$ cat src/rtl/sd_card_detect_debounce_if.sv
// sd_card_detect_debounce_if: card-detect debouncer signal bundle
// master drives cd_sync/clr strobes and observes status; slave is the debouncer.
interface sd_card_detect_debounce_if;
    logic cd_sync;
    logic clr_insert;
    logic clr_remove;
    logic card_present;
    logic insert_evt;
    logic remove_evt;
    logic insert_pending;
    logic remove_pending;
    logic irq;
    modport master (
        output cd_sync, clr_insert, clr_remove,
        input  card_present, insert_evt, remove_evt, insert_pending, remove_pending, irq
    );
    modport slave (
        input  cd_sync, clr_insert, clr_remove,
        output card_present, insert_evt, remove_evt, insert_pending, remove_pending, irq
    );
endinterface

$ cat src/rtl/sd_card_detect_debounce.sv
// sd_card_detect_debounce: debounces synchronized card-detect into presence, event pulses and sticky irq status
// Ports: clk, rst (sync active-high), bus (slave modport: cd_sync, clr_insert/clr_remove in;
// card_present, insert_evt, remove_evt, insert_pending, remove_pending, irq out).
module sd_card_detect_debounce #(
    parameter int DEBOUNCE_CYCLES = 65536,
    parameter bit CD_ACTIVE_LOW   = 1'b1,
    parameter int CNT_W           = $clog2(DEBOUNCE_CYCLES + 1)
) (
    input logic                       clk,
    input logic                       rst,
    sd_card_detect_debounce_if.slave  bus
);
    typedef enum logic [1:0] {ABSENT, INS_WAIT, PRESENT, REM_WAIT} state_t;
    localparam logic [CNT_W-1:0] LAST = CNT_W'(DEBOUNCE_CYCLES - 1);
    state_t            state_q, state_d;
    logic [CNT_W-1:0]  cnt_q, cnt_d;
    logic              present_q, present_d;
    logic              ins_evt_q, ins_evt_d;
    logic              rem_evt_q, rem_evt_d;
    logic              ins_pend_q, ins_pend_d;
    logic              rem_pend_q, rem_pend_d;
    logic              irq_q, irq_d;
    logic              cd;
    assign cd = bus.cd_sync ^ CD_ACTIVE_LOW;
    always_comb begin
        state_d   = state_q;
        cnt_d     = cnt_q;
        present_d = present_q;
        ins_evt_d = 1'b0;
        rem_evt_d = 1'b0;
        case (state_q)
            ABSENT: if (cd) begin
                state_d = INS_WAIT;
                cnt_d   = '0;
            end
            INS_WAIT: if (!cd) state_d = ABSENT;
            else if (cnt_q == LAST) begin
                state_d   = PRESENT;
                present_d = 1'b1;
                ins_evt_d = 1'b1;
            end else cnt_d = cnt_q + 1'b1;
            PRESENT: if (!cd) begin
                state_d = REM_WAIT;
                cnt_d   = '0;
            end
            REM_WAIT: if (cd) state_d = PRESENT;
            else if (cnt_q == LAST) begin
                state_d   = ABSENT;
                present_d = 1'b0;
                rem_evt_d = 1'b1;
            end else cnt_d = cnt_q + 1'b1;
            default: state_d = ABSENT;
        endcase
        // Set wins over clear both at the setting edge and while the event pulse is visible,
        // so a clear issued in response to the pulse cannot swallow the new status.
        ins_pend_d = ins_evt_d | ins_evt_q | (ins_pend_q & ~bus.clr_insert);
        rem_pend_d = rem_evt_d | rem_evt_q | (rem_pend_q & ~bus.clr_remove);
        irq_d      = ins_pend_q | rem_pend_q;
    end
    always_ff @(posedge clk) begin
        if (rst) begin
            state_q    <= ABSENT;
            cnt_q      <= '0;
            present_q  <= 1'b0;
            ins_evt_q  <= 1'b0;
            rem_evt_q  <= 1'b0;
            ins_pend_q <= 1'b0;
            rem_pend_q <= 1'b0;
            irq_q      <= 1'b0;
        end else begin
            state_q    <= state_d;
            cnt_q      <= cnt_d;
            present_q  <= present_d;
            ins_evt_q  <= ins_evt_d;
            rem_evt_q  <= rem_evt_d;
            ins_pend_q <= ins_pend_d;
            rem_pend_q <= rem_pend_d;
            irq_q      <= irq_d;
        end
    end
    assign bus.card_present   = present_q;
    assign bus.insert_evt     = ins_evt_q;
    assign bus.remove_evt     = rem_evt_q;
    assign bus.insert_pending = ins_pend_q;
    assign bus.remove_pending = rem_pend_q;
    assign bus.irq            = irq_q;
endmodule

$ cat src/flat_wrapper.sv
// flat-port wrapper written by rule: the top's interface ports become plain ports
module sd_card_detect_debounce_flat 
#(
    parameter int DEBOUNCE_CYCLES = 65536,
    parameter bit CD_ACTIVE_LOW   = 1'b1,
    parameter int CNT_W           = $clog2(DEBOUNCE_CYCLES + 1)
)
  (clk, rst, bus_cd_sync, bus_clr_insert, bus_clr_remove, bus_card_present, bus_insert_evt, bus_remove_evt, bus_insert_pending, bus_remove_pending, bus_irq);
  sd_card_detect_debounce_if bus_i ();
  input logic clk;
  input logic rst;
  input wire logic [$bits(bus_i.cd_sync)-1:0] bus_cd_sync;
  input wire logic [$bits(bus_i.clr_insert)-1:0] bus_clr_insert;
  input wire logic [$bits(bus_i.clr_remove)-1:0] bus_clr_remove;
  output wire logic [$bits(bus_i.card_present)-1:0] bus_card_present;
  output wire logic [$bits(bus_i.insert_evt)-1:0] bus_insert_evt;
  output wire logic [$bits(bus_i.remove_evt)-1:0] bus_remove_evt;
  output wire logic [$bits(bus_i.insert_pending)-1:0] bus_insert_pending;
  output wire logic [$bits(bus_i.remove_pending)-1:0] bus_remove_pending;
  output wire logic [$bits(bus_i.irq)-1:0] bus_irq;
  assign bus_i.cd_sync = bus_cd_sync;
  assign bus_i.clr_insert = bus_clr_insert;
  assign bus_i.clr_remove = bus_clr_remove;
  assign bus_card_present = bus_i.card_present;
  assign bus_insert_evt = bus_i.insert_evt;
  assign bus_remove_evt = bus_i.remove_evt;
  assign bus_insert_pending = bus_i.insert_pending;
  assign bus_remove_pending = bus_i.remove_pending;
  assign bus_irq = bus_i.irq;
  sd_card_detect_debounce #(.DEBOUNCE_CYCLES(DEBOUNCE_CYCLES), .CD_ACTIVE_LOW(CD_ACTIVE_LOW), .CNT_W(CNT_W)) u_core (.clk(clk), .rst(rst), .bus(bus_i));
endmodule
$ cat config.mk
export PLATFORM = sky130hd
export DESIGN_NAME = sd_card_detect_debounce_flat
export DESIGN_NICKNAME = d
export VERILOG_FILES = /design/src/rtl/sd_card_detect_debounce_if.sv /design/src/rtl/sd_card_detect_debounce.sv /design/src/flat_wrapper.sv
export SDC_FILE = /design/constraint.sdc
export NUM_CORES = 1
export LEC_CHECK = 0
export ABC_AREA = 1
export BUFFER_PORTS_ARGS = -buffer_cell sky130_fd_sc_hd__buf_2
export CAP_MARGIN = 20
export CORE_ASPECT_RATIO = 1.2
export CORE_UTILIZATION = 45
export DETAILED_ROUTE_END_ITERATION = 16
export PLACE_DENSITY = 0.6
export SLEW_MARGIN = 5
export SYNTH_ARGS = -nofsm -noshare
export SYNTH_HDL_FRONTEND = slang
export SYNTH_SLANG_ARGS = --single-unit
$ cat constraint.sdc
create_clock -name clk -period 2.2 [get_ports clk]
set_clock_uncertainty 0.05 [all_clocks]
set_input_delay 0.44 -clock clk [delete_from_list [all_inputs] [get_ports clk]]
set_output_delay 0.44 -clock clk [all_outputs]
set_load 0.02 [all_outputs]
==> results.py <==
metrics = {
    "route": {
        "drt_iter0_markers": 18,
        "viasPerCell": 4.75,
        "drc": 0,
        "wl_per_cell_um": 9.80,
        "routed_wl_um": 2330,
        "antenna_left": 0,
        "num_vias": 1130,
        "firstDrtPassIters": 4,
    },
    "global_route": {
        "overflow": 0,
        "grt_pass1_wl_um": 4000,
        "grtUsageTotal_pct": 17.8,
        "grt_pass1_vias": 999,
        "antenna_found_initial": 0,
        "grt_max_degree": 16,
    },
    "pwr": {
        "ir_drop_mv": 0.318,
        "switching_share_pct": 28.0,
        "power_density_nw_per_um2": 541,
        "p_leak_nw": 0.644,
        "seq_power_share_pct": 60.6,
        "intPower_uw": 558,
        "total_power_uw": 775,
        "p_clk_share_pct": 27.6,
        "combPwrFrac_pct": 11.8,
        "power.net_switching_uw": 217,
    },
    "timing": {
        "hold_ws_ns": 0.345,
        "min_period_ns": 2.03,
        "final_max_slew_viol_count": 0,
        "finalSetupViolations": 0,
        "tightest_slew_ns": 0.315,
        "grt_setup_unrepaired": "true",
        "fin_crit_sh_pct": 92.5,
        "maxSlewHeadroom_pct": 78.8,
        "hold_viol_final": 0,
        "max_freq_mhz": 491,
    },
    "synth": {
        "synth_top_area_share_pct": 39.8,
        "syn_area_um2": 1260,
        "yosysWarnings": 0,
        "synth.largest_area_cell": "dfxtp_1",
        "yosysSeqAreaShare_pct": 39.8,
        "synth_cells": 187,
        "synth_fp_nets": 195,
        "synthTopCellsByCount": "nand2_1 (49), inv_1 (30), nor2_1 (30), dfxtp_1 (25), a21oi_1 (12)",
        "avgSynthCellArea_um2": 6.72,
        "synth_edf_count": 0,
        "synth_flop_cell": "dfxtp_1",
        "yosysMostFrequentCell": "nand2_1",
        "ys_seq_elements": 25,
        "ys_types": 23,
        "synth_area_leaders": "dfxtp_1 (40%), nand2_1 (15%), inv_1 (9.0%)",
        "synthArstFlopShare_pct": 0,
    },
    "critical_path": {
        "worstSetupPathType": "reg -> reg",
        "ff2ff_setup_slack_ns": 0.17,
        "cp_max_fo": 10,
        "arrival_ns": 2.23,
        "worst_setup_path_start_kind": "register",
        "end_kind": "register",
        "cp.required_ns": 2.39,
    },
    "floorplan": {
        "die-height_um": 59.9,
        "ioPinCount": 11,
        "fp-row-count": 20,
        "start_util_pct": 48.3,
        "die_w_um": 50.2,
        "core_area_um2": 2600,
        "die_area_um2": 3010,
    },
    "job": {
        "max-cap-violations": 0,
    },
    "final_layout": {
        "antenna_cells": 0,
        "instances_no_fill": 238,
        "layout.nets": 214,
        "area_growth_pct": 13.9,
        "fillers": 276,
        "seq_area_um2": 503,
        "drive_gt1_share_pct": 18.0,
        "multi_input_area_um2": 642,
    },
    "clock_network": {
        "clk_latency_ns": 0.33,
        "numCtsBuffers": 3,
        "cts_buffer_depth": 2,
        "cts-root-buf": "clkbuf_4",
        "htreeDepth": 1,
        "cts_tree": "built",
        "cts_num_sinks": 25,
        "cts_hold_buffers": 0,
        "clkTransAtPathRegs_ns": 0.14,
    },
    "status": {
        "outcome": "finished clean",
    },
    "placed_design": {
        "placed_cells": 232,
        "dp_hpwl_um": 1810,
        "place_congestion": 0.734,
        "port_buffers": 10,
    },
    "worst_hold_path": {
        "hold_class": "in -> reg",
    },
}
==> metrics by stage <==
step	setup TNS, ns	setup WS (ns)	cell area, um^2	utilization (%)
CTS	0	0.0818	1410	54.0
global route	-0.00992	-0.00992	1430	55.0
floorplan	0	0.169	1260	-
detailed placement	0	0.00168	1370	52.6
global placement	0	0.138	1370	52.6
finish	0	0.165	1430	55.0
==> kinds of logic (layout without fill, tap and decap cells) <==
family | count (synthesis) | after routing | share of synthesized area (%)
AND/OR/NAND/NOR | 102 | 102 | 37.5
buffers and inverters | 34 | 52 | 10.3
flip-flops | 25 | 25 | 39.8
AO/OA/AOI/OAI | 23 | 23 | 9.46
adder cells (fa/ha/maj) | 3 | 3 | 2.99
==> placed cells by master, fill, tap and decap left out, drive strengths merged <==
cell      count
a211oi        1
a21oi        12
a31oi         1
buf          16
clkbuf        3
clkinvlp      1
dfxtp        25
ha            3
inv          32
nand2        51
nand3         9
nand4         2
nor2         38
nor3          1
nor4          1
o21ai         9
==> layout make-up <==
type	count	share of cell area [%]
Timing Repair Buffer	16	6.64
Clock buffer	3	1.57
Inverter	32	8.39
Multi-Input combinational cell	128	44.8
Clock inverter	1	0.524
Sequential cell	25	35.1
Tap cell	33	2.88
==> per-layer routing <==
layer  vias up  share of wire, %  GRT usage, %  routed length (um)
met1       495                47          18.7                1100
met3         7               2.7          3.05                  64
met2        18                48          33.5                1110
met4         0               2.6          9.80                  61
li1        610                 -             -                   -
met5         -                 0             0                   0
==> flip-flops by register name, indices dropped and copies added (netlist names), named ones only <==
register,count
u_core.bus.insert_pending,1
u_core.cnt_q,17
u_core.bus.irq,1
u_core.bus.remove_evt,1
u_core.bus.remove_pending,1
u_core.state_q,1
u_core.bus.card_present,1
u_core.bus.insert_evt,1
==> critical path, cell delays in order (launching register included) <==
cell     delay (ns)
dfxtp_2        0.36
ha_1           0.21
nand2_1        0.13
inv_1          0.06
nand3_2        0.10
nor4_4         0.05
ha_1           0.19
nand2_1        0.11
nand3_4        0.18
nor2_4         0.17
nand2_1        0.07
nand2_1        0.08
nand2_1        0.05
o21ai_1        0.08
inv_1          0.05
==> power groups by stage <==
stage | Clock (mW) | Sequential, mW | Combinational [mW]
global route | 0.241 | 0.472 | 0.104
global placement | 0 | 0.479 | 0.0870
detailed placement | 0 | 0.480 | 0.0906
finish | 0.214 | 0.470 | 0.0912
CTS | 0.220 | 0.470 | 0.0915
floorplan | 0 | 0.477 | 0.0715
==> final timing paths <==
path / from / endpoint / depth (start not counted)
setup / recovery: u_core.cnt_q[0]$_SDFFE_PP0P_ / u_core.cnt_q[8]$_SDFFE_PP0P_ / 14
hold / removal: rst / u_core.cnt_q[1]$_SDFFE_PP0P_ / 2
setup reg to reg: u_core.cnt_q[0]$_SDFFE_PP0P_ / u_core.cnt_q[8]$_SDFFE_PP0P_ / 14
hold reg to reg: u_core.bus.card_present$_SDFFE_PP0P_ / u_core.bus.card_present$_SDFFE_PP0P_ / 2
==> timing repair <==
| action | CTS | global route |
|---|---|---|
| setup endpoints to repair | 6 | 8 |
| pin swaps | 0 | 1 |
| setup buffers | 0 | 2 |
| gates resized for setup | 1 | 4 |
(Power assumes the default switching activity.)
